### config.mk
export PLATFORM = sky130hd
export DESIGN_NAME = oclib_clock_throttle_multi_flat
export DESIGN_NICKNAME = d
export VERILOG_FILES = /design/src/rtl/oclib_clock_throttle_multi_pkg.sv /design/src/rtl/oclib_clock_throttle_multi_if.sv /design/src/rtl/oclib_clock_gate.sv /design/src/rtl/oclib_synchronizer.sv /design/src/rtl/oclib_clock_throttle_multi.sv /design/src/flat_wrapper.sv
export SDC_FILE = /design/constraint.sdc
export NUM_CORES = 1
export LEC_CHECK = 0
export CORE_MARGIN = 10
export CORE_UTILIZATION = 40
export CTS_CLUSTER_DIAMETER = 150
export CTS_CLUSTER_SIZE = 25
export DETAILED_ROUTE_END_ITERATION = 7
export PLACE_DENSITY = 0.61
export SYNTH_ARGS = -nofsm -noshare
export SYNTH_HDL_FRONTEND = slang
export SYNTH_HIERARCHICAL = 1
export SYNTH_SLANG_ARGS = --single-unit
### constraint.sdc
create_clock -name clock -period 2.58 [get_ports clock]
set_input_delay 0.516 -clock clock [delete_from_list [all_inputs] [get_ports clock]]
set_output_delay 0.516 -clock clock [all_outputs]
set_load 0.01 [all_outputs]
### src/rtl/oclib_clock_throttle_multi_pkg.sv
// ---------------------------------------------------------------------------
// oclib_clock_throttle_multi_pkg
//
// Purpose:
//   Shared types and helpers for the multi-channel clock throttle.
//   - oclib_throttle_level_e : thermal throttle level, 0 (full rate) to 3
//   - oclib_throttle_mask()  : thermal duty mask for a level and the low two
//                              bits of the shared pattern counter
//
// Ports: none (package).
// ---------------------------------------------------------------------------
package oclib_clock_throttle_multi_pkg;

  // Width of the thermal level field on the external bus.
  localparam int ThrottleLevelW = 2;

  typedef enum logic [ThrottleLevelW-1:0] {
    ThrottleL0 = 2'd0,
    ThrottleL1 = 2'd1,
    ThrottleL2 = 2'd2,
    ThrottleL3 = 2'd3
  } oclib_throttle_level_e;

  // Duty mask within each 4-cycle group of the pattern counter:
  //   L0 passes 4/4, L1 drops the last slot, L2 passes even slots,
  //   L3 passes only the first slot.
  function automatic logic oclib_throttle_mask(input oclib_throttle_level_e level,
                                               input logic [1:0]            cnt2);
    logic pass;
    case (level)
      ThrottleL0: pass = 1'b1;
      ThrottleL1: pass = (cnt2 != 2'd3);
      ThrottleL2: pass = ~cnt2[0];
      default:    pass = (cnt2 == 2'd0);
    endcase
    return pass;
  endfunction

endpackage

### src/rtl/oclib_clock_throttle_multi_if.sv
// ---------------------------------------------------------------------------
// oclib_clock_throttle_multi_if
//
// Purpose:
//   Bundles the control inputs and observation outputs of the clock throttle.
//
// Signals:
//   throttlePattern [NumChannels*PatternW] per-channel pattern, async
//   thermalLevel    [2]                    requested thermal level, async
//   channelEnable   [NumChannels]          synchronous per-channel enable
//   clockOut        [NumChannels]          gated clocks
//   clockEnable     [NumChannels]          registered gate enables
//   currentLevel    [2]                    applied thermal level
//   ramping         [1]                    applied level differs from target
//
// Modports:
//   master : drives the controls, observes the outputs
//   slave  : the throttle itself
// ---------------------------------------------------------------------------
interface oclib_clock_throttle_multi_if
  import oclib_clock_throttle_multi_pkg::*;
#(
  parameter int NumChannels = 2,
  parameter int PatternW    = 16
);

  logic [NumChannels*PatternW-1:0] throttlePattern;
  logic [ThrottleLevelW-1:0]       thermalLevel;
  logic [NumChannels-1:0]          channelEnable;
  logic [NumChannels-1:0]          clockOut;
  logic [NumChannels-1:0]          clockEnable;
  logic [ThrottleLevelW-1:0]       currentLevel;
  logic                            ramping;

  modport master (
    output throttlePattern, thermalLevel, channelEnable,
    input  clockOut, clockEnable, currentLevel, ramping
  );

  modport slave (
    input  throttlePattern, thermalLevel, channelEnable,
    output clockOut, clockEnable, currentLevel, ramping
  );

endinterface

### src/rtl/oclib_clock_gate.sv
// ---------------------------------------------------------------------------
// oclib_clock_gate
//
// Purpose:
//   Glitch-free clock gate. The enable is captured on the falling edge so it
//   is stable for the whole high phase, then ANDed with the clock (or fed to
//   a BUFGCTRL clock-enable on UltraScale+ devices).
//
// Ports:
//   clock    input  1  clock to gate
//   enable   input  1  gate enable, generated on the rising edge
//   clockOut output 1  gated clock
// ---------------------------------------------------------------------------
module oclib_clock_gate (
  input  logic clock,
  input  logic enable,
  output logic clockOut
);

  logic gate;

  // Falling-edge capture: the enable can only change while the clock is low.
  always_ff @(negedge clock) begin
    gate <= enable;
  end

`ifdef OC_LIBRARY_ULTRASCALE_PLUS
  // Only input 0 is ever selected; CE0 carries the negedge-registered gate.
  BUFGCTRL u_bufgctrl (
    .O       (clockOut),
    .CE0     (gate),
    .CE1     (1'b0),
    .I0      (clock),
    .I1      (1'b0),
    .IGNORE0 (1'b0),
    .IGNORE1 (1'b1),
    .S0      (1'b1),
    .S1      (1'b0)
  );
`else
  assign clockOut = clock & gate;
`endif

endmodule

### src/rtl/oclib_synchronizer.sv
// ---------------------------------------------------------------------------
// oclib_synchronizer
//
// Purpose:
//   Multi-flop synchronizer for slowly changing asynchronous inputs.
//   Each bit is synchronized independently, so multi-bit values must be
//   quasi-static (held long enough that a torn sample does not matter).
//
// Ports:
//   clock      input  1      destination clock
//   async_data input  Width  asynchronous value
//   sync_data  output Width  value after SyncCycles flops
// ---------------------------------------------------------------------------
module oclib_synchronizer #(
  parameter int Width      = 1,
  parameter int SyncCycles = 3
) (
  input  logic             clock,
  input  logic [Width-1:0] async_data,
  output logic [Width-1:0] sync_data
);

  logic [Width-1:0] stages [SyncCycles];

  // Plain shift chain without reset; the first stage may go metastable and
  // later stages give it time to resolve.
  always_ff @(posedge clock) begin
    stages[0] <= async_data;
    for (int i = 1; i < SyncCycles; i++) begin
      stages[i] <= stages[i-1];
    end
  end

  assign sync_data = stages[SyncCycles-1];

endmodule

### src/rtl/oclib_clock_throttle_multi.sv
// ---------------------------------------------------------------------------
// oclib_clock_throttle_multi
//
// Purpose:
//   Produces NumChannels gated clocks from one input clock. Each channel is
//   gated by its own repeating throttle pattern ANDed with a thermal duty
//   mask. The thermal level steps up quickly (one step per pattern period)
//   and relaxes slowly (a dwell of RampCycles per step) to limit di/dt.
//
// Ports:
//   clock  input  1  input clock; all logic on posedge except the gate flops
//   reset  input  1  synchronous, active-low reset
//   bus    slave modport of oclib_clock_throttle_multi_if:
//          throttlePattern, thermalLevel, channelEnable (in)
//          clockOut, clockEnable, currentLevel, ramping (out)
// ---------------------------------------------------------------------------
module oclib_clock_throttle_multi
  import oclib_clock_throttle_multi_pkg::*;
#(
  parameter int NumChannels = 2,
  parameter int PatternW    = 16,
  parameter int RampCycles  = 64,
  parameter int SyncCycles  = 3
) (
  input  logic                        clock,
  input  logic                        reset,
  oclib_clock_throttle_multi_if.slave bus
);

  localparam int CntW   = $clog2(PatternW);
  localparam int DwellW = (RampCycles > 1) ? $clog2(RampCycles) : 1;

  localparam logic [CntW-1:0]   CntLast   = CntW'(PatternW - 1);
  localparam logic [DwellW-1:0] DwellLast = DwellW'(RampCycles - 1);

  logic [NumChannels*PatternW-1:0] pattern_sync;
  logic [ThrottleLevelW-1:0]       level_sync;
  oclib_throttle_level_e           target;

  logic [CntW-1:0]        cnt;
  logic                   wrap;
  oclib_throttle_level_e  level_q;
  oclib_throttle_level_e  level_d;
  logic [DwellW-1:0]      dwell_q;
  logic [DwellW-1:0]      dwell_d;
  logic                   ramping_q;
  logic                   thermal_pass;
  logic [NumChannels-1:0] enable_d;
  logic [NumChannels-1:0] enable_q;
  logic [NumChannels-1:0] gated;

  // Asynchronous controls are brought into the clock domain before use.
  oclib_synchronizer #(
    .Width      (NumChannels * PatternW),
    .SyncCycles (SyncCycles)
  ) u_pattern_sync (
    .clock      (clock),
    .async_data (bus.throttlePattern),
    .sync_data  (pattern_sync)
  );

  oclib_synchronizer #(
    .Width      (ThrottleLevelW),
    .SyncCycles (SyncCycles)
  ) u_level_sync (
    .clock      (clock),
    .async_data (bus.thermalLevel),
    .sync_data  (level_sync)
  );

  assign target = oclib_throttle_level_e'(level_sync);

  // Shared pattern counter; PatternW is a power of two so it wraps naturally.
  always_ff @(posedge clock) begin
    if (!reset) begin
      cnt <= '0;
    end else begin
      cnt <= cnt + CntW'(1);
    end
  end

  assign wrap = (cnt == CntLast);

  // Level ramp state register. ramping is registered against the next
  // level so it is low out of reset and tracks the applied level exactly.
  always_ff @(posedge clock) begin
    if (!reset) begin
      level_q   <= ThrottleL0;
      dwell_q   <= '0;
      ramping_q <= 1'b0;
    end else begin
      level_q   <= level_d;
      dwell_q   <= dwell_d;
      ramping_q <= (level_d != target);
    end
  end

  // Level ramp next-state. Steps happen only at wrap, so a pattern period is
  // never split between two levels. Upward steps need no dwell; downward
  // steps wait for the dwell counter to saturate first.
  always_comb begin
    level_d = level_q;
    dwell_d = dwell_q;
    if (target > level_q) begin
      dwell_d = '0;
      if (wrap) begin
        level_d = oclib_throttle_level_e'(level_q + 2'd1);
      end
    end else if (target < level_q) begin
      if (dwell_q == DwellLast) begin
        if (wrap) begin
          level_d = oclib_throttle_level_e'(level_q - 2'd1);
          dwell_d = '0;
        end
      end else begin
        dwell_d = dwell_q + DwellW'(1);
      end
    end else begin
      dwell_d = '0;
    end
  end

  assign thermal_pass = oclib_throttle_mask(level_q, cnt[1:0]);

  // Per-channel enable: the pattern bit selected by the shared counter,
  // qualified by the channel enable and the thermal mask.
  for (genvar c = 0; c < NumChannels; c++) begin : g_chan
    logic [PatternW-1:0] chan_pattern;

    assign chan_pattern = pattern_sync[c*PatternW +: PatternW];
    assign enable_d[c]  = bus.channelEnable[c] & chan_pattern[cnt] & thermal_pass;

    oclib_clock_gate u_gate (
      .clock    (clock),
      .enable   (enable_q[c]),
      .clockOut (gated[c])
    );
  end

  // Registered gate enables, one cycle behind the counter value they use.
  always_ff @(posedge clock) begin
    if (!reset) begin
      enable_q <= '0;
    end else begin
      enable_q <= enable_d;
    end
  end

  assign bus.clockOut     = gated;
  assign bus.clockEnable  = enable_q;
  assign bus.currentLevel = level_q;
  assign bus.ramping      = ramping_q;

endmodule

### src/flat_wrapper.sv
// flat-port wrapper written by rule: the top's interface ports become plain ports
module oclib_clock_throttle_multi_flat import oclib_clock_throttle_multi_pkg::*;
#(
  parameter int NumChannels = 2,
  parameter int PatternW    = 16,
  parameter int RampCycles  = 64,
  parameter int SyncCycles  = 3
)
  (clock, reset, bus_throttlePattern, bus_thermalLevel, bus_channelEnable, bus_clockOut, bus_clockEnable, bus_currentLevel, bus_ramping);
  oclib_clock_throttle_multi_if #(.NumChannels(NumChannels), .PatternW(PatternW)) bus_i ();
  input  logic clock;
  input  logic reset;
  input wire logic [$bits(bus_i.throttlePattern)-1:0] bus_throttlePattern;
  input wire logic [$bits(bus_i.thermalLevel)-1:0] bus_thermalLevel;
  input wire logic [$bits(bus_i.channelEnable)-1:0] bus_channelEnable;
  output wire logic [$bits(bus_i.clockOut)-1:0] bus_clockOut;
  output wire logic [$bits(bus_i.clockEnable)-1:0] bus_clockEnable;
  output wire logic [$bits(bus_i.currentLevel)-1:0] bus_currentLevel;
  output wire logic [$bits(bus_i.ramping)-1:0] bus_ramping;
  assign bus_i.throttlePattern = bus_throttlePattern;
  assign bus_i.thermalLevel = bus_thermalLevel;
  assign bus_i.channelEnable = bus_channelEnable;
  assign bus_clockOut = bus_i.clockOut;
  assign bus_clockEnable = bus_i.clockEnable;
  assign bus_currentLevel = bus_i.currentLevel;
  assign bus_ramping = bus_i.ramping;
  oclib_clock_throttle_multi #(.NumChannels(NumChannels), .PatternW(PatternW), .RampCycles(RampCycles), .SyncCycles(SyncCycles)) u_core (.clock(clock), .reset(reset), .bus(bus_i));
endmodule
==> metrics.csv, run 1 <==
metric,value,unit
gp_congestion,0.749,
dpl_cell_area,3740,sq um
rows,33,
clk_transition_reported_paths,0.05,ns
postRouteAntennaNets,0,
worst_setup_path_end_kind,primary output,
worstSetupStartpointType,flop,
grt.overflow.total,0,
start_util,41.5,%
cts_tree,done,
fin_ws,-0.353,ns
slew_headroom,59.7,%
finalWirelength,4860,um
synth_cells,251,
avgSynthCellArea,13.7,sq um
synth_cell_types,34,
power_density,1070,nW/um^2
status,"finished, violations left",
total_power,4.78,mW
fin_cells,399,
synthTopCellsByArea,"dfxtp_1 (69%), buf_4 (7.4%), mux4_1 (5.3%)",
dp_hpwl,3150,um
drt_iter0_markers,64,
cts_setup_buffers,0,
diodes,0,
hold_class,flop to flop,
clk_latency,0.60,ns
post-route-cell-area,4450,sq um
route.detailed.drc,0,
fin_util,53.6,%
hold_viol_final,0,
num_vias,1712,
final_common_cell,dfxtp_1,
synth_area_leader_cell,dfxtp_1,
synth-seq-area-share,69.1,%
core_area,8300,sq um
areaGrowthSynthToFinish,29.1,%
finalSetupViolCount,4,
nets,328,
worstPathArrival,2.42,ns
dieArea,12700,sq um
grt_pass1_vias,1707,
peakVddDrop,0.000606,V
dp_cells,363,
crit_type,flop to primary output,
grt_start_max_net_pins,17,
die_y,113,um
drv_slew,0,
synth_fp_nets,298,
drive_gt1_share,13.9,%
violations,negative setup slack,
yosys_register_bits,119,
critical_path_required,2.06,ns
p_leak,1.81,nW
layout_common_cells,"dfxtp_1 (118), clkdlybuf4s50_1 (42), clkbuf_16 (16)",
rsz0062_at_grt,yes,
yosysTopAreaCellShare,69.1,%
grt_pass1_wl,7620,um
synth_warnings,6,
postCtsHoldBufs,0,
yosys_most_used_dff,dfxtp_1,
clock_skew,0.00516,ns
dieWidth,113,um
grt_usage,8.01,%
drv_cap,0,
worstMarginPinSlew,0.604,ns
avgViaCountPerCell,4.29,
io_pins,45,
antenna_found_initial,0,
wl_per_cell,12.2,um
port-buffer-count,44,
synth_edf_count,0,
synth_area,3450,sq um
synthArstFlopShare,0,%
detail_route.first_pass.iterations,4,
crit_fanout,1,
## per-stage QoR
stage / TNS (ns) / worst slack [ns] / hold WS (ns)
3_3_place_gp: -0.244 / -0.124 / 0.313
2_1_floorplan: 0 / 0.346 / 0.310
3_5_place_dp: -0.251 / -0.126 / 0.312
5_1_grt: -0.813 / -0.411 / 0.325
4_1_cts: -0.746 / -0.376 / 0.322
6_report: -0.700 / -0.353 / 0.321
## routing by layer
layer	part of all wire, %	GRT usage (%)	vias to the layer above
li1	-	-	884
met1	48	8.75	772
met2	44	10.5	46
met3	5.7	5.71	10
met4	1.5	6.01	0
met5	0	0	-
## cells in the mapped netlist, types with 3 or more instances
cell type,instances
dfxtp_1,119
buf_4,34
inv_1,10
ha_1,9
mux4_1,7
nand2_1,7
nor2_1,7
nand3_1,6
a21oi_1,5
and2_1,4
and3_1,4
o21ai_0,4
a31oi_1,3
nor2b_1,3
nor3_1,3
o21a_1,3
## final cells by class
cell class,count,area (sq um)
fillers,683,3850
flip-flops and latches,119,2380
multi-input cells,85,758
clock inverters,13,201
inverters,8,30.0
clock buffers,27,527
repair buffers,42,420
well taps,105,131
## what timing repair did
action / 4_1_cts / 5_1_grt
setup endpoints to repair: 4 / 4
pin swaps: 0 / 0
gates resized for setup: 8 / 5
## power by group
part | internal (mW) | total [mW] | switching, mW
Combinational | 0.0948 | 0.127 | 0.0320
Sequential | 1.94 | 1.97 | 0.0353
Clock | 1.87 | 2.68 | 0.814
## cell families (layout without fill, tap and decap cells)
family          after synthesis  count (layout)  share of synthesized area (%)
mux                          10              10                           6.93
flops                       119             119                           69.1
xor+xnor                      4               4                           1.42
compound gates               22              22                           4.17
simple gates                 40              40                           6.06
fa+ha+maj                     9               9                           3.27
buf+inv                      47              90                           9.07
## critical path, cell delays in order (launching register included)
cell,delay (ns)
dfxtp_2,0.30
and2_4,0.13
buf_6,0.11
## sequential cells by signal (all words and copies together) (netlist names)
register and flops:
u_core/u_pattern_sync/stages 96, u_core/bus.currentLevel 2, u_core/g_chan.u_gate/gate 2, u_core/bus.clockEnable 2, u_core/cnt 4, u_core/bus.ramping 1
u_core/dwell_q 6, u_core/u_level_sync/stages 6
## path summary, 6_finish.rpt
check,cells past startpoint,startpoint,end,slack [ns]
max reg2reg,3,u_core/cnt[0],u_core/bus.clockEnable[1],0.45
min,0,u_core/u_pattern_sync/stages[0][54],u_core/u_pattern_sync/stages[0][86],0.32
max,2,u_core/g_chan[0].u_gate/gate,bus_clockOut[0],-0.35
min reg2reg,0,u_core/u_pattern_sync/stages[0][54],u_core/u_pattern_sync/stages[0][86],0.32
(Power assumes the default switching activity.)
==> run 2: changes to the inputs <==
--- a/config.mk
+++ b/config.mk
@@ -6,11 +6,11 @@
 export NUM_CORES = 1
 export LEC_CHECK = 0
 export CORE_MARGIN = 10
-export CORE_UTILIZATION = 40
+export CORE_UTILIZATION = 45
 export CTS_CLUSTER_DIAMETER = 150
 export CTS_CLUSTER_SIZE = 25
 export DETAILED_ROUTE_END_ITERATION = 7
-export PLACE_DENSITY = 0.61
+export PLACE_DENSITY = 0.67
 export SYNTH_ARGS = -nofsm -noshare
 export SYNTH_HDL_FRONTEND = slang
 export SYNTH_HIERARCHICAL = 1
==> metrics.csv, run 2 (synthesized netlist as in run 1, its figures left out) <==
metric,value,unit,change
grt_start_max_net_pins,17,,unchanged
clk_latency,0.60,ns,about the same
r2r_end,u_core/bus.clockEnable[1],,
start_util,46.8,%,+5.2 points
grt_usage,9.72,%,+1.7 points
worst_setup_path_end_kind,primary output,,
fin_ws,-0.356,ns,-0.00272 ns
areaGrowthSynthToFinish,28.1,%,
core_area,7370,sq um,-11%
post-route-cell-area,4420,sq um,-0.76%
drv_cap,0,,unchanged
finalWirelength,4820,um,-0.78%
rows,31,,-6.1%
dieWidth,108,um,-4.7%
critical_path_required,2.06,ns,about the same
r2r-start,u_core/cnt[0],,
die_y,108,um,-4.7%
r2r_slack,0.50,ns,+0.05 ns
worstSetupStartpointType,flop,,
hold_viol_final,0,,unchanged
grt_pass1_wl,8120,um,+6.5%
antenna_found_initial,0,,unchanged
route.detailed.drc,0,,unchanged
clock_skew,0.00665,ns,+0.00149 ns
num_vias,1702,,-0.58%
final_common_cell,dfxtp_1,,
io_pins,45,,unchanged
layout_common_cells,"dfxtp_1 (118), clkdlybuf4s50_1 (42), clkbuf_16 (16)",,
dieArea,11600,sq um,-9.2%
grt.overflow.total,0,,unchanged
status,"finished, violations left",,
cts_setup_buffers,0,,unchanged
cts_tree,done,,
whs_path_depth,0,,unchanged
wl_per_cell,12.3,um,+0.73%
regMostFlops,u_core/u_pattern_sync/stages,,
rsz0062_at_grt,yes,,
p_leak,1.81,nW,about the same
dp_slack,-0.127,ns,-0.000788 ns
grt_pass1_vias,1839,,+7.7%
peakVddDrop,0.000772,V,+27%
crit_fanout,1,,unchanged
nets,328,,unchanged
port-buffer-count,44,,unchanged
dpl_cell_area,3740,sq um,-0.20%
power_density,1060,nW/um^2,-1.1%
postRouteAntennaNets,0,,unchanged
gp_congestion,0.756,,+0.89%
clk_transition_reported_paths,0.06,ns,about the same
whs_endpoint,u_core/u_pattern_sync/stages[0][71],,
drive_gt1_share,13.9,%,unchanged
dp_hpwl,3060,um,-2.6%
crit_type,flop to primary output,,
drt_iter0_markers,40,,-38%
largest_register_ffs,96,,unchanged
violations,negative setup slack,,
drv_slew,0,,unchanged
rr_worst_depth,3,,unchanged
detail_route.first_pass.iterations,4,,unchanged
worstMarginPinSlew,0.551,ns,-0.0525 ns
avgViaCountPerCell,4.33,,+0.93%
finalSetupViolCount,4,,unchanged
holdCritStartpoint,u_core/u_pattern_sync/stages[0][39],,
slew_headroom,63.2,%,+3.5 points
holdWs,0.324,ns,+0.00329 ns
worstPathArrival,2.42,ns,about the same
top_regs,"u_core/u_pattern_sync/stages x96, u_core/dwell_q x6, u_core/u_level_sync/stages x6",,
diodes,0,,unchanged
hold_class,flop to flop,,
[run 2: cell count changes in the layout (fill, tap and decap cells not counted), sizes merged]
| cell | delta |
|---|---|
| inv | +2 |
| bufinv | -1 |
| clkinvlp | -3 |
| clkbuf | -2 |
| clkinv | +4 |
[run 2: stage by stage]
step	util [%]	power [mW]	std cells	TNS [ns]
6_report	59.9	4.69	393	-0.707
5_1_grt	59.9	4.88	393	-0.850
4_1_cts	59.8	4.76	393	-0.765
3_5_place_dp	50.7	2.16	357	-0.251
3_3_place_gp	50.7	2.16	357	-0.243
2_1_floorplan	-	2.11	251	0
[run 2: worst max-delay path, stage by stage (launching register included)]
cell     delay (ns)
dfxtp_1        0.28
and2_1         0.12
buf_2          0.13
[run 2: how the worst max path moves through the flow]
stage	start	slack (ns)	end	depth (start not counted)
final	u_core/g_chan[1].u_gate/gate	-0.36	bus_clockOut[1]	2
after global routing	u_core/g_chan[1].u_gate/gate	-0.43	bus_clockOut[1]	2
after CTS	u_core/g_chan[0].u_gate/gate	-0.39	bus_clockOut[0]	2
after detailed placement	u_core/g_chan[0].u_gate/gate	-0.13	bus_clockOut[0]	2
after global placement	u_core/g_chan[0].u_gate/gate	-0.12	bus_clockOut[0]	2
after floorplan	u_core/g_chan[0].u_gate/gate	0.35	bus_clockOut[0]	1
[run 2: power by group]
| group | internal [mW] | switching [mW] | total (mW) | leakage, nW |
|---|---|---|---|---|
| logic | 0.0948 | 0.0318 | 0.127 | 0.448 |
| clock network | 1.75 | 0.843 | 2.59 | 0.362 |
| registers | 1.94 | 0.0347 | 1.97 | 1.00 |
| total | 3.78 | 0.909 | 4.69 | 1.81 |
[run 2: repair_timing]
action                     in CTS  in global routing
setup endpoints to repair       4                  4
gates resized for setup         8                  3
hold buffers                    0                  0
[run 2: per-layer routing]
| layer | track usage, % | vias to the layer above | wire length [um] |
|---|---|---|---|
| li1 | - | 886 | - |
| met2 | 13.8 | 50 | 2240 |
| met5 | 0 | - | 0 |
| met1 | 9.02 | 756 | 2160 |
| met4 | 8.40 | 0 | 102 |
| met3 | 7.31 | 10 | 318 |
[run 2: cell type report]
| cell class | instances | area, sq um |
|---|---|---|
| fill | 587 | 2950 |
| tap | 99 | 124 |
| sequential | 119 | 2380 |
| timing repair buffer | 42 | 420 |
| inverter | 8 | 30.0 |
| multi-input combinational | 85 | 756 |
| clock buffer | 25 | 503 |
| clock inverter | 15 | 201 |
